===== src/rtl/arb_pkg.sv =====
// -----------------------------------------------------------------------------
// arb_pkg
// Shared definitions for the round-robin encoded arbiter:
//   N_REQ         - number of requesters (8)
//   IDX_W         - width of a requester index (3)
//   arb_state_t   - arbiter state encoding (IDLE / BUSY)
//   onehot_to_idx - 8-to-3 encoder; if several bits are set, the lowest wins
// -----------------------------------------------------------------------------
package arb_pkg;

  localparam int N_REQ = 8;
  localparam int IDX_W = 3;

  typedef enum logic [0:0] {
    IDLE = 1'b0,
    BUSY = 1'b1
  } arb_state_t;

  // Scanning from the top down lets the lowest set bit overwrite any higher
  // one, so a corrupted multi-hot input still yields a well-defined index.
  function automatic logic [IDX_W-1:0] onehot_to_idx(input logic [N_REQ-1:0] oh);
    logic [IDX_W-1:0] idx;
    idx = {IDX_W{1'b0}};
    for (int i = N_REQ - 1; i >= 0; i--) begin
      if (oh[i]) begin
        idx = IDX_W'(i);
      end
    end
    return idx;
  endfunction

endpackage


===== src/rtl/rr_priority_pick.sv =====
// -----------------------------------------------------------------------------
// rr_priority_pick
// Combinational round-robin pick: the first set request bit found when
// scanning ptr, ptr+1, ... (mod N_REQ).
// Ports:
//   req        in  [N_REQ-1:0] request vector
//   ptr        in  [IDX_W-1:0] highest-priority position
//   winner_oh  out [N_REQ-1:0] one-hot winner (0 when no request)
//   winner_idx out [IDX_W-1:0] binary index of the winner (0 when none)
//   any        out             at least one request is set
// -----------------------------------------------------------------------------
module rr_priority_pick
  import arb_pkg::*;
(
  input  logic [N_REQ-1:0] req,
  input  logic [IDX_W-1:0] ptr,
  output logic [N_REQ-1:0] winner_oh,
  output logic [IDX_W-1:0] winner_idx,
  output logic             any
);

  localparam logic [N_REQ-1:0] ONE_N = {{(N_REQ-1){1'b0}}, 1'b1};

  logic [N_REQ-1:0] w_rot;
  logic [N_REQ-1:0] w_rot_low;

  // Rotate right by ptr so the highest-priority requester sits at bit 0.
  // The IDX_W-bit index sum wraps modulo N_REQ on its own.
  always_comb begin
    w_rot = {N_REQ{1'b0}};
    for (int i = 0; i < N_REQ; i++) begin
      w_rot[i] = req[IDX_W'(i) + ptr];
    end
  end

  // Isolate the lowest set bit of the rotated vector (x & -x).
  assign w_rot_low = w_rot & (~w_rot + ONE_N);

  // Rotate the isolated bit back left by ptr to its original position.
  always_comb begin
    winner_oh = {N_REQ{1'b0}};
    for (int i = 0; i < N_REQ; i++) begin
      winner_oh[IDX_W'(i) + ptr] = w_rot_low[i];
    end
  end

  assign winner_idx = onehot_to_idx(winner_oh);
  assign any        = |req;

endmodule


===== src/rtl/rr_encoded_arbiter.sv =====
// -----------------------------------------------------------------------------
// rr_encoded_arbiter
// Round-robin arbiter sharing one resource among 8 requesters. It holds a
// registered one-hot grant plus its binary index, releases the grant on done
// or on holder drop, and preempts a holder that reaches its hold budget while
// other requesters are waiting. Every release is followed by one dead cycle.
// Parameters:
//   HOLD_MAX  BUSY cycles allowed before preemption (0 disables preemption)
// Ports:
//   clk        in         rising-edge clock
//   rst        in         synchronous active-high reset
//   req        in  [7:0]  request vector, bit i = requester i
//   done       in         holder finished (looked at only while BUSY)
//   gnt        out [7:0]  registered one-hot grant
//   gnt_idx    out [2:0]  registered binary index of gnt (0 when idle)
//   gnt_valid  out        a grant is held
//   preempt    out        one-cycle pulse after a forced release
// -----------------------------------------------------------------------------
module rr_encoded_arbiter
  import arb_pkg::*;
#(
  parameter int HOLD_MAX = 16
) (
  input  logic             clk,
  input  logic             rst,
  input  logic [N_REQ-1:0] req,
  input  logic             done,
  output logic [N_REQ-1:0] gnt,
  output logic [IDX_W-1:0] gnt_idx,
  output logic             gnt_valid,
  output logic             preempt
);

  localparam int                CNT_W       = (HOLD_MAX > 1) ? $clog2(HOLD_MAX) : 1;
  localparam int                HOLD_LAST_I = (HOLD_MAX > 0) ? (HOLD_MAX - 1) : 0;
  localparam logic [CNT_W-1:0]  HOLD_LAST   = CNT_W'(HOLD_LAST_I);
  localparam logic [CNT_W-1:0]  CNT_ONE     = CNT_W'(1);
  localparam logic [IDX_W-1:0]  IDX_ONE     = IDX_W'(1);
  localparam logic              PREEMPT_EN  = (HOLD_MAX != 0);

  arb_state_t       r_state;
  arb_state_t       w_state_nxt;
  logic [IDX_W-1:0] r_ptr;
  logic [IDX_W-1:0] w_ptr_nxt;
  logic [CNT_W-1:0] r_hold_cnt;
  logic [CNT_W-1:0] w_hold_nxt;
  logic [N_REQ-1:0] r_gnt;
  logic [N_REQ-1:0] w_gnt_nxt;
  logic [IDX_W-1:0] r_gnt_idx;
  logic [IDX_W-1:0] w_gnt_idx_nxt;
  logic             r_gnt_valid;
  logic             w_gnt_valid_nxt;
  logic             r_preempt;
  logic             w_preempt_nxt;

  logic [N_REQ-1:0] w_win_oh;
  logic [IDX_W-1:0] w_win_idx;
  logic             w_any;
  logic             w_holder_req;
  logic             w_others;
  logic             w_budget_hit;
  logic             w_release;
  logic             w_forced;

  rr_priority_pick u_pick (
    .req        (req),
    .ptr        (r_ptr),
    .winner_oh  (w_win_oh),
    .winner_idx (w_win_idx),
    .any        (w_any)
  );

  // Holder status; r_gnt doubles as the mask that removes the holder bit.
  assign w_holder_req = req[r_gnt_idx];
  assign w_others     = |(req & ~r_gnt);
  assign w_budget_hit = PREEMPT_EN && (r_hold_cnt == HOLD_LAST) && w_others;

  // State register.
  always_ff @(posedge clk) begin
    if (rst) begin
      r_state <= IDLE;
    end else begin
      r_state <= w_state_nxt;
    end
  end

  // Next-state logic and release decode. A budget release only counts as
  // forced when neither done nor a holder drop would have released anyway.
  always_comb begin
    w_state_nxt = r_state;
    w_release   = 1'b0;
    w_forced    = 1'b0;
    case (r_state)
      IDLE: begin
        if (w_any) begin
          w_state_nxt = BUSY;
        end else begin
          w_state_nxt = IDLE;
        end
      end
      BUSY: begin
        w_release = done | ~w_holder_req | w_budget_hit;
        w_forced  = w_budget_hit & ~done & w_holder_req;
        if (w_release) begin
          w_state_nxt = IDLE;
        end else begin
          w_state_nxt = BUSY;
        end
      end
      default: begin
        w_state_nxt = IDLE;
      end
    endcase
  end

  // Next values of the registered outputs, pointer and hold counter.
  always_comb begin
    w_ptr_nxt       = r_ptr;
    w_hold_nxt      = r_hold_cnt;
    w_gnt_nxt       = r_gnt;
    w_gnt_idx_nxt   = r_gnt_idx;
    w_gnt_valid_nxt = r_gnt_valid;
    w_preempt_nxt   = 1'b0;
    case (r_state)
      IDLE: begin
        w_hold_nxt = {CNT_W{1'b0}};
        if (w_any) begin
          w_gnt_nxt       = w_win_oh;
          w_gnt_idx_nxt   = w_win_idx;
          w_gnt_valid_nxt = 1'b1;
        end else begin
          w_gnt_nxt       = {N_REQ{1'b0}};
          w_gnt_idx_nxt   = {IDX_W{1'b0}};
          w_gnt_valid_nxt = 1'b0;
        end
      end
      BUSY: begin
        if (w_release) begin
          // Move priority just past the holder so it is served last next time.
          w_ptr_nxt       = r_gnt_idx + IDX_ONE;
          w_hold_nxt      = {CNT_W{1'b0}};
          w_gnt_nxt       = {N_REQ{1'b0}};
          w_gnt_idx_nxt   = {IDX_W{1'b0}};
          w_gnt_valid_nxt = 1'b0;
          w_preempt_nxt   = w_forced;
        end else if (r_hold_cnt != HOLD_LAST) begin
          w_hold_nxt = r_hold_cnt + CNT_ONE;
        end else begin
          w_hold_nxt = r_hold_cnt;
        end
      end
      default: begin
        w_ptr_nxt       = {IDX_W{1'b0}};
        w_hold_nxt      = {CNT_W{1'b0}};
        w_gnt_nxt       = {N_REQ{1'b0}};
        w_gnt_idx_nxt   = {IDX_W{1'b0}};
        w_gnt_valid_nxt = 1'b0;
      end
    endcase
  end

  // Output, pointer and counter registers.
  always_ff @(posedge clk) begin
    if (rst) begin
      r_ptr       <= {IDX_W{1'b0}};
      r_hold_cnt  <= {CNT_W{1'b0}};
      r_gnt       <= {N_REQ{1'b0}};
      r_gnt_idx   <= {IDX_W{1'b0}};
      r_gnt_valid <= 1'b0;
      r_preempt   <= 1'b0;
    end else begin
      r_ptr       <= w_ptr_nxt;
      r_hold_cnt  <= w_hold_nxt;
      r_gnt       <= w_gnt_nxt;
      r_gnt_idx   <= w_gnt_idx_nxt;
      r_gnt_valid <= w_gnt_valid_nxt;
      r_preempt   <= w_preempt_nxt;
    end
  end

  assign gnt       = r_gnt;
  assign gnt_idx   = r_gnt_idx;
  assign gnt_valid = r_gnt_valid;
  assign preempt   = r_preempt;

endmodule

===== config.mk =====
export PLATFORM = sky130hd
export DESIGN_NAME = rr_encoded_arbiter
export DESIGN_NICKNAME = d
export VERILOG_FILES = /design/src/rtl/arb_pkg.sv /design/src/rtl/rr_priority_pick.sv /design/src/rtl/rr_encoded_arbiter.sv
export SDC_FILE = /design/constraint.sdc
export NUM_CORES = 1
export LEC_CHECK = 0
export CAP_MARGIN = 0
export CORE_UTILIZATION = 30
export DETAILED_ROUTE_END_ITERATION = 8
export HOLD_SLACK_MARGIN = 0.08
export SYNTH_ARGS = -nofsm -noshare
export SYNTH_HDL_FRONTEND = slang
export SYNTH_SLANG_ARGS = --single-unit

===== constraint.sdc =====
create_clock -name clk -period 8.1 [get_ports clk]
set_input_delay 0.81 -clock clk [delete_from_list [all_inputs] [get_ports clk]]
set_output_delay 0.81 -clock clk [all_outputs]
set_load 0.005 [all_outputs]

* After elaboration in Yosys (flattened, before gate mapping)
Index checks and enable logic that the tools add are counted.
Cells by class: reduce and logical (&&, ||, !) cells 13, equality and inequality tests 4, multiplexer cells 64, order comparisons 17, add/subtract/negate cells 10, bitwise operators 13
Operators with widths (number):
- bitwise mux 8 bit | 7
- < comparator 3 x 4 -> 1 bit, second input constant | 9
- two-way mux 3 bit | 10
- binary-select mux 1 bit (select 3 bit) | 9
- bitwise AND 8 bit | 3
- demux 1 bit (select 3 bit) | 8
- >= comparator 3 x 1 -> 1 bit, second input constant | 8
- two-way mux 1 bit | 21
- two-way mux 8 bit | 2
- NOT 8 bit | 2
- case mux 8 bit (2 select lines) | 1
- OR reduction 8 bit | 2
- adder 3 bit, first input constant | 4
- logical AND 1 bit | 9
- adder 8 x 1 -> 8 bit, second input constant | 1
- two-way mux 4 bit | 2
- case mux 4 bit (2 select lines) | 1
- adder 2 x 3 -> 3 bit, first input constant | 2
- case mux 3 bit (2 select lines) | 1
- adder 4 x 1 -> 4 bit, second input constant | 1
- equality test 4 bit, second input constant | 1
- inequality test 4 bit, second input constant | 1
- NOT 1 bit | 4
- case mux 1 bit (2 select lines) | 2
- other kinds (8) | 10
Storage, ports and cells: logic and storage cells 128, input bits 11, bits in registers 21, output and inout port bits 13

* Longest topological paths before layout
Gate-level depths: netlist of the first run.
depth after elaboration 24, depth in mapped cells 15, depth with buffers taken out 11

* Hierarchy
A second synthesis of the first run with hierarchy kept.
Unflattened totals: cell total of the unflattened synthesis 286, area total of the unflattened synthesis 2628.8 um^2
By module, submodules not included:
- rr_priority_pick | times used 1, area each 1627.8 um^2, cells an instance 202, seq. area each 0.0 um^2
- rr_encoded_arbiter | times used 1, area each 1001.0 um^2, cells an instance 84, seq. area each 420.4 um^2

* Least setup slack after synthesis of the first run
Ideal clock, no wire load.
kind register -> register, start point register r_ptr[0], end point register r_gnt_idx[1], in the netlist gnt_idx[1], setup time 0.130 ns, data required time 7.970 ns, slack 4.680 ns, path buffers 4, clock period less this slack 3.420 ns, data arrival time 3.290 ns, cell stages (with the launch flop) 16, path through dfxtp_1 > buf_4 > buf_2 > inv_2 > ha_1 > buf_6 > mux2_4 > mux4_2 > o22a_4 > buf_6 > nor2_4 > nand4_1 > a31oi_2 > a311oi_1 > o2111ai_1 > o211ai_1
Between the ends: longest elaborated chain between the ends 23, elaborated cells on any way between the ends 84, classes of those cells add/sub (8); order compare (16); mux (49); bitwise (3); reduce/logical (8)
Ends and longest elaborated chain:
- start: declaration | line rr_encoded_arbiter.sv:43 | logic [IDX_W-1:0] r_ptr;
- start signal: assignment | line rr_encoded_arbiter.sv:165 | r_ptr <= {IDX_W{1'b0}};
- start signal: assignment | line rr_encoded_arbiter.sv:172 | r_ptr <= w_ptr_nxt;
- adder 1 x 3 -> 3 bit or binary-select mux 1 bit (select 3 bit) (tied branches) | line rr_priority_pick.sv:32, rr_priority_pick.sv:43
- binary-select mux 1 bit (select 3 bit) or two-way mux 1 bit (tied branches) | line rr_priority_pick.sv:32 | w_rot[i] = req[IDX_W'(i) + ptr];
- two-way mux 1 bit (implied by the code) or NOT 8 bit (tied branches) | line rr_priority_pick.sv:32, rr_priority_pick.sv:37
- NOT 8 bit or adder 8 x 1 -> 8 bit (tied branches) | line rr_priority_pick.sv:37 | assign w_rot_low = w_rot & (~w_rot + ONE_N);
- adder 8 x 1 -> 8 bit or bitwise AND 8 bit (tied branches) | line rr_priority_pick.sv:37
- bitwise AND 8 bit, on equally long branches
- bitwise mux 8 bit (6 in series) | line rr_priority_pick.sv:43 | winner_oh[IDX_W'(i) + ptr] = w_rot_low[i];
- bitwise mux 8 bit * | line rr_priority_pick.sv:43
- two-way mux 3 bit (7 in series) | line arb_pkg.sv:25 | if (oh[i]) begin
- two-way mux 3 bit * | line arb_pkg.sv:25
- two-way mux 3 bit * | line rr_encoded_arbiter.sv:127 | if (w_any) begin
- case mux 3 bit (2 select lines) * | line rr_encoded_arbiter.sv:124 | case (r_state)
- end signal: assignment | line rr_encoded_arbiter.sv:168 | r_gnt_idx <= {IDX_W{1'b0}};
- end signal: assignment | line rr_encoded_arbiter.sv:175 | r_gnt_idx <= w_gnt_idx_nxt;
- end: declaration | line rr_encoded_arbiter.sv:49 | logic [IDX_W-1:0] r_gnt_idx;
Mark *: on every way between the ends. The rest lies on a longest branch, timed or not. The select of a mux whose other input is x is not followed. A chain may end at the register's enable or synchronous reset.

* Worst setup path in the final report of the first run
start point register r_ptr[1], end point register r_gnt_idx[1], in the netlist gnt_idx[1]
The elaborated chain is that of the path after synthesis.

==> results of run 1 <==
cell usage after synthesis (5+ instances only):
cell      count  area, um^2
o21ai_0      13        65.1
a21oi_1      16        80.1
a31oi_1       5        31.3
nand3_1      12        60.1
nor3_1       10        50.1
nand2_1      37         139
mux2i_1       9        90.1
nor2_1       19        71.3
buf_2         5        25.0
o22ai_1       5        31.3
clkbuf_1      7        26.3
ha_1          8         100
inv_1        17        63.8
mux4_2       12         270
nor2b_1       6        37.5
a22oi_1       5        37.5
nand4_1       5        31.3
o21ai_1       5        25.0
dfxtp_1      21         420
path summary, 6_finish.rpt:
| path | to | slack, ns | depth (start not counted) |
|---|---|---|---|
| worst max-delay path | gnt_idx[1] | 3.83 | 11 |
| worst min-delay path | gnt_valid | 0.46 | 2 |
| worst max register to register | gnt_idx[1] | 3.83 | 11 |
| worst min register to register | gnt_valid | 0.46 | 2 |
through the flow:
| stage | power [mW] | area [um^2] | hold slack [ns] |
|---|---|---|---|
| 6_report | 0.856 | 2930 | 0.456 |
| 5_1_grt | 0.910 | 2930 | 0.505 |
| 4_1_cts | 0.843 | 2930 | 0.455 |
| 3_5_place_dp | 0.772 | 2890 | 0.438 |
| 3_3_place_gp | 0.778 | 2890 | 0.433 |
| 2_1_floorplan | 0.614 | 2580 | 0.439 |
tightest hold or removal path: stages (launching register included):
cell and delay, ns:
dfxtp_1 0.32, nand2_1 0.05, nand2_1 0.04
registers in the layout (all words and copies together) (netlist names):
register and count:
gnt_valid 1, r_hold_cnt 4, r_state 1, preempt 1
gnt 8, gnt_idx 3, r_ptr 3
cell families after synthesis:
kind of cell,after synthesis
and+or+nand+nor,117
AOI/OAI and AO/OA,97
buffers and inverters,33
muxes,30
DFF,21
adders and majority gates,8
xor gates and xnor gates,6
layout make-up:
type | instances | share of cell area [%]
Clock buffer | 4 | 1.54
Inverter | 18 | 2.30
Sequential cell | 21 | 14.3
Multi-Input combinational cell | 258 | 68.5
Timing Repair Buffer | 27 | 8.87
Tap cell | 105 | 4.48
power by group:
part / internal, mW / switching [mW]
logic: 0.256 / 0.376
clock network: 0.0350 / 0.0330
registers: 0.124 / 0.0332
per-layer routing:
| layer | global-route usage (%) | up-vias | routed length [um] |
|---|---|---|---|
| met5 | 0 | - | 0 |
| met3 | 2.01 | 32 | 697 |
| li1 | - | 1243 | - |
| met1 | 26.4 | 1267 | 3660 |
| met2 | 30.4 | 176 | 3650 |
| met4 | 5.56 | 0 | 259 |
cells in the final DEF, fill, tap and decap left out, drive strengths merged, types with 7 or more instances in the layout:
cell,netlist,layout
dfxtp,21,21
mux2i,11,11
nor3,12,12
nor2b,7,7
mux4,13,13
o21ai,19,19
ha,8,8
nand3,13,13
inv,18,18
clkdlybuf4s50,0,23
nor2,23,23
a31oi,7,7
nand2,37,37
a21oi,16,16
==> out/qor.yml, run 1 <==
status:
  status: "finished, final reports clean"
worst_setup_path:
  crit_required_ns: 8.23
  start_kind: "register"
  crit_type: "reg2reg"
  path_delay_family: "compound AO/OA/AOI/OAI gates"
  cp-end-kind: "register"
  arrival_ns: 4.40
  crit_chain: "inv_1, ha_1, mux2_4, mux4_2, o22a_4, nor2b_2, a311oi_1, a31oi_2, a311oi_1, o2111ai_1, o211ai_1"
  worst_path_max_delay_cell: "ha_1"
  cpPeakStageDelay_ns: 0.79
  setup.worst_path.start: "r_ptr[1]"
  critPathMaxFanout: 19
  critPathBufInv: 1
  crit_path_frequent_cell: "a311oi_1"
  reg2reg_from: "r_ptr[1]"
final_layout:
  area_delta_synth_final_pct: 13.8
  final_util_pct: 35.5
  multiInputGateArea_mm2: 0.00201
  fin_cells: 433
  regArea_um2: 420
  layout-drive-gt1-share_pct: 14.6
  fin_nets: 348
  fill_cells: 862
  antennaDiodeCount: 0
floorplan:
  die_h_um: 94.7
  die_x_um: 94.7
  fp-row-count: 33
  initial_core_util_pct: 31.2
  die_area_mm2: 0.00897
  pin_count: 24
  coreArea_mm2: 0.00826
worst_hold_path:
  holdCritPathClass: "reg2reg"
  hold_path.startpoint: "gnt_valid"
logic_synthesis:
  synth_async_sr_flop_share_pct: 0
  ys.flop_type: "dfxtp_1"
  ys_ff_latch: 21
  synth_compound_area_share_pct: 28.4
  synthMuxAreaShare_pct: 19.6
  syn_nets: 331
  synthXorXnorAreaFrac_pct: 2.04
  syn_area_mm2: 0.00258
  yosysSeqAreaShare_pct: 16.3
  synth_cell_types: 72
  yosys_warnings: 0
  synth_top_family_by_area: "compound AO/OA/AOI/OAI gates"
  synthAdderAreaFrac_pct: 3.88
  synth_edf_count: 0
  postSynthAreaPerCell_um2: 8.26
  synthSimpleGateAreaFrac_pct: 24.0
  synth_cells: 312
global_routing:
  grt-ovfl-total: 0
  groute.usage.overall_pct: 18.9
  grt_antenna_before_repair: 0
  grt_pass1_wl_um: 13400
  grt_max_degree: 36
  grt_pass1_vias: 2591
power_and_ir_drop:
  leakagePower_nw: 0.995
  power.density_mw_per_mm2: 292
  peakVddDrop_v: 0.000187
placed_design:
  pre_cts_slack_ns: 3.95
  io_buffers: 23
  dp_hpwl_um: 6210
  dp.cells: 429
  place_congestion: 0.951
sta:
  tns_ns: 0
  fin_crit_ns: 4.27
  setup_slack_ns: 3.83
  slew_headroom_pct: 38.4
  timing.fmax_ghz: 0.234
  tightest_slew_ns: 0.921
  grt_setup_unrepaired: "false"
  slew_violations: 0
  hold_viol: 0
  clock_skew_ns: 0.00141
  setup_viol: 0
  min_period_over_period_pct: 52.7
route:
  dr.pass1.iters: 6
  dr.first_iter.drc_count: 418
  drc: 0
  vias: 2718
  final_antenna_net_count: 0
  routedWlPerCell_um: 19.1
  routed_wl_um: 8260
  viasPerCell: 6.28
cts:
  tritoncts: "built"
  post_cts_buffers: 0
  cts_sinks: 21
  path_clk_slew_ns: 0.07
  clk_latency_ns: 0.26
  cts_max_path_buffers: 2
  htreeDepth: 1
  cts_inserted_buffers: 3
  cts-root-buf: "clkbuf_8"
  ctsResizeCount: 0
  hold_buffers: 0
run:
  maxCapViolations: 0
No activity file was read; power rests on OpenSTA's default activity.
==> run 2, diff against run 1 <==
==> constraint.sdc (replaced) <==
create_clock -name clk -period 4 [get_ports clk]
set_input_delay 0.4 -clock clk [delete_from_list [all_inputs] [get_ports clk]]
set_output_delay 0.4 -clock clk [all_outputs]
set_load 0.005 [all_outputs]
==> run 2 against run 1 <==
Against the previous run:
- sequential power is 99% higher
- clock power is 110% higher
- critical path depth stayed put
- sequential cell count stayed put
- combinational power is 110% higher
- hold slack worse by 0.0057 ns
==> out/qor.yml, run 2 (synthesized netlist as in run 1, its figures left out) <==
floorplan:
  coreArea_mm2: 0.00826  # unchanged
  die_h_um: 94.7  # unchanged
  die_area_mm2: 0.00897  # unchanged
  die_x_um: 94.7  # unchanged
  initial_core_util_pct: 31.2  # unchanged
  pin_count: 24  # unchanged
  fp-row-count: 33  # unchanged
worst_setup_path:
  crit_required_ns: 4.16  # -4.07 ns
  setup.worst_path.start: "r_ptr[2]"
  worst_path_max_delay_cell: "mux4_2"
  crit_chain: "inv_1, ha_1, mux4_2, mux2i_4, nand3_2, nor3_4, o32ai_1, o31ai_1, nor2_2, o2111ai_1, o211ai_1"
  start_kind: "register"
  reg2reg_from: "r_ptr[2]"
  path_delay_family: "multiplexers"
  arrival_ns: 3.68  # -0.72 ns
  critPathBufInv: 1  # unchanged
  cp-end-kind: "register"
  cpPeakStageDelay_ns: 0.60  # -0.19 ns
  crit_type: "reg2reg"
  critPathMaxFanout: 12  # -7
final_layout:
  final_common_cell: "nand2_1"
  fill_cells: 868  # +0.70%
  layout-drive-gt1-share_pct: 16.8  # +2.1 points
  largest_reg_flops: 8  # unchanged
  final_util_pct: 36.1  # +0.58 points
  fin_nets: 354  # +1.7%
  postLayoutCellArea_mm2: 0.00298  # +1.6%
  antennaDiodeCount: 0  # unchanged
  final_cell_mix: "nand2_1 (37), clkdlybuf4s50_1 (23), dfxtp_1 (20), nor2_1 (19), inv_1 (17)"
  fin_cells: 439  # +1.4%
  area_delta_synth_final_pct: 15.6
placed_design:
  io_buffers: 23  # unchanged
  pre_cts_slack_ns: 0.304  # -3.64 ns
  place_area_mm2: 0.00293  # +1.6%
  dp_hpwl_um: 6400  # +3.0%
  dp.cells: 435  # +1.4%
  place_congestion: 0.945  # -0.66%
sta:
  fin_crit_ns: 3.52  # -0.744 ns
  tightest_slew_ns: 0.821  # -0.0994 ns
  timing.fmax_ghz: 0.284  # +21%
  hold_viol: 0  # unchanged
  slew_violations: 0  # unchanged
  min_period_over_period_pct: 88.1  # +35 points
  slew_headroom_pct: 45.1  # +6.6 points
  setup_viol: 0  # unchanged
  clock_skew_ns: 0.00780  # +0.00640 ns
  grt_setup_unrepaired: "false"
  tns_ns: 0  # unchanged
  whs_ns: 0.451  # -0.00568 ns
  setup_slack_ns: 0.478  # -3.36 ns
route:
  viasPerCell: 6.07  # -3.3%
  wl_met3_um: 527  # -24%
  dr.pass1.iters: 5  # -1
  routed_wl_um: 8200  # -0.71%
  wl_met2_um: 3910  # +7.0%
  met1_length_um: 3480  # -4.7%
  drc: 0  # unchanged
  top_layer: "met4"
  routedWlPerCell_um: 18.7  # -2.1%
  dr.first_iter.drc_count: 327  # -22%
  final_antenna_net_count: 0  # unchanged
  vias: 2664  # -2.0%
power_and_ir_drop:
  clock_power_share_pct: 8.1  # +0.2 points
  power.density_mw_per_mm2: 592  # +100%
  comb_power_share_pct: 74.2  # +0.5 points
  total_power_mw: 1.76  # +110%
  leakagePower_nw: 1.03  # +3.3%
  intPower_mw: 0.863  # +110%
  peakVddDrop_v: 0.000279  # +50%
  switchingPower_mw: 0.901  # +100%
  p_seq_share_pct: 17.7  # -0.6 points
  switching_share_pct: 51.1  # -0.52 points
cts:
  post_cts_buffers: 0  # unchanged
  cts-root-buf: "clkbuf_8"
  tritoncts: "built"
  cts_inserted_buffers: 3  # unchanged
  hold_buffers: 0  # unchanged
  cts_max_path_buffers: 2  # unchanged
  cts_sinks: 21  # unchanged
  path_clk_slew_ns: 0.08  # about the same
  htreeDepth: 1  # unchanged
  clk_latency_ns: 0.27  # about the same
  ctsResizeCount: 0  # unchanged
global_routing:
  grt_pass1_wl_um: 13500  # +1.4%
  grt_antenna_before_repair: 0  # unchanged
  grt-ovfl-total: 0  # unchanged
  grt_max_degree: 35  # -2.8%
  grt_pass1_vias: 2550  # -1.6%
  groute.usage.overall_pct: 19.4  # +0.50 points
worst_hold_path:
  holdCritPathClass: "reg2reg"
  hold_path.startpoint: "gnt_valid"
run:
  maxCapViolations: 0  # unchanged
status:
  status: "finished, final reports clean"
-- run 2: changes by cell type in the layout (fill, tap and decap cells not counted) --
cell / delta
buf_4: +6
dfxtp_1: -1
dfxtp_2: +1
clkinv_2: +1
clkbuf_1: -1
-- run 2: cell type report --
type / instances / area, um^2 / share of cell area (%)
inverters: 18 / 67.6 / 2.27
well taps: 105 / 131 / 4.41
flip-flops and latches: 21 / 422 / 14.1
repair buffers: 33 / 305 / 10.2
clock inverters: 1 / 5.00 / 0.168
multi-input cells: 258 / 2010 / 67.4
clock buffers: 3 / 41.3 / 1.39
-- run 2: metal layers --
metal | GRT usage, % | vias to the layer above
met3 | 1.69 | 25
met5 | 0 | -
met4 | 9.60 | 0
met2 | 32.6 | 127
li1 | - | 1253
met1 | 24.7 | 1259
-- run 2: tightest hold or removal path, delay by kind of cell (launching register included) --
kind | cells | cell delay (ns)
AND/OR/NAND/NOR | 2 | 0.09
flip-flops | 1 | 0.32
-- run 2: worst paths after layout --
path / endpoint / slack, ns / cells past startpoint
max reg2reg: gnt_idx[1] / 0.48 / 11
min reg2reg: gnt_valid / 0.45 / 2
min: gnt_valid / 0.45 / 2
max: gnt_idx[1] / 0.48 / 11
-- run 2: power groups by stage --
| stage | registers [mW] | clock network, mW | logic (mW) |
|---|---|---|---|
| floorplan | 0.295 | 0 | 0.948 |
| global placement | 0.317 | 0 | 1.31 |
| detailed placement | 0.316 | 0 | 1.28 |
| CTS | 0.313 | 0.146 | 1.29 |
| global route | 0.319 | 0.153 | 1.41 |
| finish | 0.312 | 0.143 | 1.31 |
==> run 3, diff against run 2 <==
--- a/config.mk
+++ b/config.mk
@@ -5,7 +5,9 @@
 export SDC_FILE = /design/constraint.sdc
 export NUM_CORES = 1
 export LEC_CHECK = 0
+export ABC_CLOCK_PERIOD_IN_PS = 4000
 export CAP_MARGIN = 0
+export CORE_MARGIN = 4
 export CORE_UTILIZATION = 30
 export DETAILED_ROUTE_END_ITERATION = 8
 export HOLD_SLACK_MARGIN = 0.08
==> run 3 against run 2 <==
Against the previous run:
- clock power about the same
- sequential power about the same
- power increased by 1.1%
- combinational power about the same
- register-to-register slack got worse by 0.26 ns
- critical endpoint unchanged
- largest cell class unchanged
- largest power group unchanged
==> out/qor.yml, run 3 (synthesized netlist as in run 1, its figures left out) <==
final_layout:
  multiInputGateArea_mm2: 0.00201  # unchanged
  area_delta_synth_final_pct: 15.5  # about the same
  fill_cells: 833  # -4.0%
  final_cell_mix: "nand2_1 (37), clkdlybuf4s50_1 (23), dfxtp_1 (21), nor2_1 (19), inv_1 (17)"
  final_util_pct: 35.9  # -0.21 points
  layout-drive-gt1-share_pct: 16.2  # -0.60 points
  regArea_um2: 420  # -0.30%
  final_common_cell: "nand2_1"
  fin_nets: 354  # unchanged
  largest_reg_flops: 8  # unchanged
  antennaDiodeCount: 0  # unchanged
floorplan:
  pin_count: 24  # unchanged
  die_area_mm2: 0.0101  # +13%
  die_h_um: 101  # +6.3%
  die_x_um: 101  # +6.3%
  initial_core_util_pct: 31.1  # -0.16 points
  coreArea_mm2: 0.00830  # +0.50%
  fp-row-count: 33  # unchanged
route:
  dr.pass1.iters: 5  # unchanged
  viasPerCell: 6.31  # +4.1%
  drc: 0  # unchanged
  vias: 2772  # +4.1%
  routedWlPerCell_um: 19.9  # +6.7%
  dr.first_iter.drc_count: 508  # +55%
  final_antenna_net_count: 0  # unchanged
  routed_wl_um: 8750  # +6.7%
worst_setup_path:
  critPathMaxFanout: 12  # unchanged
  cp-end-kind: "register"
  start_kind: "register"
  crit_required_ns: 4.14  # -0.02 ns
  arrival_ns: 3.93  # +0.25 ns
  crit_type: "reg2reg"
sta:
  tightest_slew_ns: 0.693  # -0.128 ns
  tns_ns: 0  # unchanged
  min_period_over_period_pct: 94.7  # +6.6 points
  fin_crit_ns: 3.79  # +0.264 ns
  setup_viol: 0  # unchanged
  clock_skew_ns: 0.00670  # -0.00110 ns
  grt_setup_unrepaired: "false"
  timing.fmax_ghz: 0.264  # -7.0%
  hold_viol: 0  # unchanged
  slew_headroom_pct: 53.2  # +8.1 points
  slew_violations: 0  # unchanged
cts:
  htreeDepth: 1  # unchanged
  clk_latency_ns: 0.26  # about the same
  cts_inserted_buffers: 3  # unchanged
  cts_max_path_buffers: 2  # unchanged
  ctsResizeCount: 0  # unchanged
  post_cts_buffers: 0  # unchanged
  tritoncts: "built"
  cts-root-buf: "clkbuf_8"
  hold_buffers: 0  # unchanged
  path_clk_slew_ns: 0.08  # about the same
  cts_sinks: 21  # unchanged
placed_design:
  io_buffers: 23  # unchanged
  place_congestion: 0.946  # +0.17%
  dp_hpwl_um: 6650  # +4.0%
power_and_ir_drop:
  leakagePower_nw: 1.02  # -0.33%
  peakVddDrop_v: 0.000286  # +2.3%
  power.density_mw_per_mm2: 599  # +1.2%
global_routing:
  groute.usage.overall_pct: 17.5  # -1.9 points
  grt-ovfl-total: 0  # unchanged
  grtUsageMet2_pct: 28.0  # -4.6 points
  grt_antenna_before_repair: 0  # unchanged
  use_met3_pct: 1.87  # +0.18 points
  grt_pass1_wl_um: 14200  # +4.7%
  grt_pass1_vias: 2718  # +6.6%
  grt_max_degree: 35  # unchanged
  met1_usage_pct: 23.4  # -1.4 points
  grt_busiest_layer: "met2"
run:
  maxCapViolations: 0  # unchanged
status:
  status: "finished, final reports clean"
worst_hold_path:
  holdCritPathClass: "reg2reg"
run 3: cell type report:
type                       instances  share of cell area, %
multi-input combinational        258                   67.4
clock buffer                       4                   1.51
sequential                        21                   14.1
timing repair buffer              33                   10.3
tap                              105                   4.41
inverter                          18                   2.27
run 3: path summary, 6_finish.rpt:
check            start         end  slack, ns  cells after the start
max           r_ptr[2]  gnt_idx[1]       0.21                     11
min          gnt_valid   gnt_valid       0.45                      2
max reg2reg   r_ptr[2]  gnt_idx[1]       0.21                     11
min reg2reg  gnt_valid   gnt_valid       0.45                      2
run 3: per-layer routing:
layer / vias to the layer above / routed length [um]
li1: 1257 / -
met1: 1329 / 3720
met2: 152 / 4130
met3: 34 / 567
met4: 0 / 329
met5: - / 0
run 3: power by group:
group          leakage [nW]  total, mW  switching [mW]  internal, mW
clock network        0.0228      0.142          0.0710        0.0711
registers             0.171      0.309          0.0581         0.251
logic                 0.830       1.33           0.795         0.537
run 3: per-stage QoR:
step	power (mW)	hold WS (ns)	instance area (um^2)	cells	setup slack, ns
6_report	1.78	0.450	2980	439	0.214
5_1_grt	1.89	0.503	2980	439	0.00634
3_5_place_dp	1.61	0.437	2930	435	0.273
4_1_cts	1.76	0.454	2980	439	0.265
2_1_floorplan	1.24	0.439	2580	312	0.580
3_3_place_gp	1.63	0.433	2930	435	0.253
run 3: worst max-delay path, stage by stage, from the launching register on:
cell,delay [ns]
dfxtp_1,0.61
inv_1,0.15
ha_1,0.43
mux4_2,0.59
mux2i_4,0.37
nand3_2,0.27
nor3_4,0.33
o32ai_1,0.16
o31ai_1,0.41
nor2_2,0.12
o2111ai_1,0.10
o211ai_1,0.12
==> edit 1, RTL diff (flow settings as in run 3) <==
Set the package constant `IDX_W` to 5 (it was 3). Comments in the files are not updated.
--- a/src/rtl/arb_pkg.sv
+++ b/src/rtl/arb_pkg.sv
@@ -10,5 +10,5 @@
 
   localparam int N_REQ = 8;
-  localparam int IDX_W = 3;
+  localparam int IDX_W = 5;
 
   typedef enum logic [0:0] {
Ports: changed (resized gnt_idx); port bits go from 24 to 26. The function was not compared with the original's and may differ.
==> edit 1 against run 3 <==
Final cell count is 19% higher; synthesized cell count is 19% higher; clock power is 48% higher; cell area is 14% higher; routed wire length is 14% higher; synthesized area is 15% higher; clock skew is 2.5 ps lower; total power is 16% higher; worst setup slack better by 88 ps; sequential cell count is 1 higher.
==> edit 1: results (changes against run 3) <==
rrSetupSlack_ps: 320  # +110 ps
wl_met1_um: 4400  # +18%
status: "finished, final reports clean"
synthXorXnorAreaFrac_pct: 2.02  # -0.020 points
reg2regPathDepth: 10  # -1
dr_wl_met3_um: 549  # -3.2%
dp_hpwl_um: 7690  # +16%
worstPathMaxFanout: 10  # -2
drt_first_pass_iters: 5  # unchanged
ys_seq_area_share_pct: 14.8  # -1.5 points
grt_use_met3_pct: 1.92  # +0.051 points
gp_congestion: 0.970  # +2.5%
p_int_mw: 1.03  # +19%
antenna_found_initial: 0  # unchanged
reg2reg_to: "gnt_idx[2]$_SDFFE_PP0P_"
drt_iter0_drc: 280  # -45%
grt_util_all_layers_pct: 17.2  # -0.23 points
synth.area.top_cells: "dfxtp_1, mux4_2, nor2_1, ha_1, nand2_1"
peakVddDrop_v: 0.000321  # +12%
wl_met2_um: 4590  # +11%
finalClockSkew_ps: 4.25  # -2.45 ps
grt_max_degree: 25  # -29%
grt_util_met1_pct: 23.2  # -0.16 points
drive_above_1_share_pct: 12.1  # -4.1 points
muxShareOfSynthArea_pct: 17.5  # -2.1 points
netlist.area_leader.share_pct: 14.8  # -1.5 points
slowest_stage: "a2111oi_0"
post_drt_wl_per_cell_um: 19.2  # -3.9%
whs_ps: 453  # +2.84 ps
powerComb_mw: 1.53  # +15%
yosys-top-cells-count: "nor2_1, nand2_1, dfxtp_1"
clkPwrFrac_pct: 10.2  # +2.2 points
postPlaceCellArea_mm2: 0.00332  # +13%
synth_compound_area_share_pct: 28.0  # -0.43 points
p_leak_nw: 1.27  # +24%
cts_inserted_buffers: 3  # unchanged
critPathArrivalTime_ps: 3860  # -70 ps
post_drt_via_cell_ratio: 6.00  # -4.9%
final_nets: 410  # +16%
worst_path_largest_cell_delay_ps: 660  # +50 ps
grt_pass1_vias: 3043  # +12%
reg2reg_from: "r_ptr[1]$_SDFFE_PP0P_"
synthAdderAreaFrac_pct: 4.21  # +0.32 points
edit 1: cell count changes in the layout (fill, tap and decap cells not counted), moves of 4 or more:
cell | before | now
a211oi_1 | 1 | 5
a21oi_1 | 16 | 21
mux2_4 | 4 | 0
nand2_1 | 37 | 33
nor2_1 | 19 | 42
nor4_1 | 4 | 8
o21a_1 | 0 | 5
o21ai_0 | 13 | 19
o21ai_1 | 5 | 1
o22ai_1 | 5 | 9
o31ai_1 | 4 | 0
or2_2 | 0 | 5
edit 1: worst max path at each step:
stage | from | to | depth (start not counted)
2_1_floorplan | r_ptr[0]$_SDFFE_PP0P_ | gnt_idx[0]$_SDFFE_PP0P_ | 14
3_3_place_gp | req[7] | gnt_idx[2]$_SDFFE_PP0P_ | 9
3_5_place_dp | req[7] | gnt_idx[2]$_SDFFE_PP0P_ | 9
4_1_cts | req[7] | gnt_idx[2]$_SDFFE_PP0P_ | 9
5_1_grt | r_ptr[1]$_SDFFE_PP0P_ | gnt_idx[0]$_SDFFE_PP0P_ | 11
6_report | req[7] | gnt_idx[2]$_SDFFE_PP0P_ | 9
edit 1: stage by stage:
stage	worst slack (ps)	power (mW)	utilization (%)	std cells
3_5_place_dp	154	1.82	34.1	517
3_3_place_gp	155	1.83	34.1	517
6_report	301	2.06	34.8	521
4_1_cts	416	2.04	34.8	521
5_1_grt	155	2.20	34.8	521
2_1_floorplan	385	1.40	-	373
edit 1: final cells by class:
| class | instances | area, um^2 |
|---|---|---|
| fillers | 1060 | 6340 |
| repair buffers | 35 | 320 |
| inverters | 19 | 71.3 |
| clock inverters | 1 | 30.0 |
| multi-input cells | 308 | 2320 |
| flip-flops and latches | 22 | 440 |
| clock buffers | 3 | 41.3 |
| well taps | 133 | 166 |
==> edit 2, RTL diff (config.mk and constraints of run 3) <==
Without the edit above. Make the reset (`rst`) asynchronous in 2 clocked blocks. Comments in the files are not updated.
--- a/src/rtl/rr_encoded_arbiter.sv
+++ b/src/rtl/rr_encoded_arbiter.sv
@@ -77,5 +77,5 @@
 
   // State register.
-  always_ff @(posedge clk) begin
+  always_ff @(posedge clk or posedge rst) begin
     if (rst) begin
       r_state <= IDLE;
@@ -161,5 +161,5 @@
 
   // Output, pointer and counter registers.
-  always_ff @(posedge clk) begin
+  always_ff @(posedge clk or posedge rst) begin
     if (rst) begin
       r_ptr       <= {IDX_W{1'b0}};
Behaviour: differs if rst is asserted again (counterexample within 4 cycles, from zero or initial values and one cycle with rst high); with rst held inactive, the same outputs for 10 cycles.
==> edit 2 against run 3 <==
Via count is 2.5% higher; routed wire length is 0.26% lower; clock skew barely moved; global-route usage fell by 2.1 points; worst setup slack improved by 42 ps; synthesized area up 12%; sequential cell count is the same; cell area is 8.0% higher; critical path type unchanged; largest cell class unchanged.
Power is left out: the tool's default activity adds up to more than one toggle a clock period on the data nets, which glitch-free logic cannot reach.
==> edit 2: results (changes against run 3) <==
status: "finished, final reports clean"
finalClockSkew_ps: 6.61  # -0.0945 ps
worstMarginPinSlew_ps: 775  # +81.7 ps
layout.nonclk_buf_share_pct: 10.7  # +0.41 points
muxShareOfSynthArea_pct: 20.3  # +0.64 points
wl_met1_um: 3780  # +1.5%
nClkBuffers: 3  # -1
syn-num-nets: 351  # +6.0%
drt_iter0_drc: 279  # -45%
buffers: 38  # +15%
drive_above_1_share_pct: 18.9  # +2.7 points
area_share_clock_buf_inv_pct: 1.44  # -0.073 points
synthAdderAreaFrac_pct: 3.48  # -0.41 points
slowest_stage: "mux4_2"
post_drt_via_cell_ratio: 6.00  # -4.9%
grt_max_degree: 38  # +8.6%
gp_congestion: 0.963  # +1.8%
grt_use_met3_pct: 1.40  # -0.47 points
row_count: 35  # +6.1%
multi_input_area_share_pct: 64.4  # -3.0 points
grt_pass1_wl_um: 14200  # -0.15%
grt_util_met1_pct: 20.7  # -2.7 points
dr_wl_met3_um: 537  # -5.3%
synth.area.top_cells: "dfrtp_1, mux4_2, nand2_1, mux2i_1, mux2_2"
worstPathMaxFanout: 11  # -1
## edit 2: worst register-to-register path, delay by kind of cell, from the launching register on
| family | cells | cell delay, ps |
|---|---|---|
| compound gates | 5 | 1160 |
| fa+ha+maj | 1 | 410 |
| buf+inv | 2 | 420 |
| flops | 1 | 490 |
| mux | 2 | 910 |
| simple gates | 1 | 300 |
## edit 2: logic make-up after synthesis
logic type	after synthesis
adder cells (fa/ha/maj)	8
flip-flops	21
buffers and inverters	48
XOR/XNOR	6
multiplexers	40
AND/OR/NAND/NOR	117
AO/OA/AOI/OAI	92
## edit 2: stage by stage
| step | setup slack (ps) | instance area (um^2) | instances | utilization [%] |
|---|---|---|---|---|
| 2_1_floorplan | 473 | 2880 | 332 | - |
| 3_3_place_gp | 243 | 3150 | 469 | 33.9 |
| 3_5_place_dp | 164 | 3150 | 469 | 33.9 |
| 4_1_cts | 127 | 3190 | 473 | 34.4 |
| 5_1_grt | 49.6 | 3220 | 473 | 34.6 |
| 6_report | 256 | 3220 | 473 | 34.6 |
## edit 2: final timing paths
kind / startpoint / to / slack [ps] / cells past startpoint
max: r_ptr[1]$_DFFE_PP0P_ / gnt_idx[1]$_DFFE_PP0P_ / 260 / 11
min: gnt_valid$_DFFE_PP0P_ / gnt_valid$_DFFE_PP0P_ / 500 / 2
max reg2reg: r_ptr[1]$_DFFE_PP0P_ / gnt_idx[1]$_DFFE_PP0P_ / 260 / 11
min reg2reg: gnt_valid$_DFFE_PP0P_ / gnt_valid$_DFFE_PP0P_ / 500 / 2
max in group asynchronous: rst / gnt[2]$_DFFE_PP0P_ / 2940 / 2
min in group asynchronous: rst / gnt_valid$_DFFE_PP0P_ / 580 / 2
## edit 2: repair_timing
action	CTS	global route
resized for setup	0	5
hold endpoints to repair	0	0
endpoints found under the setup margin	0	3
setup buffers	0	0
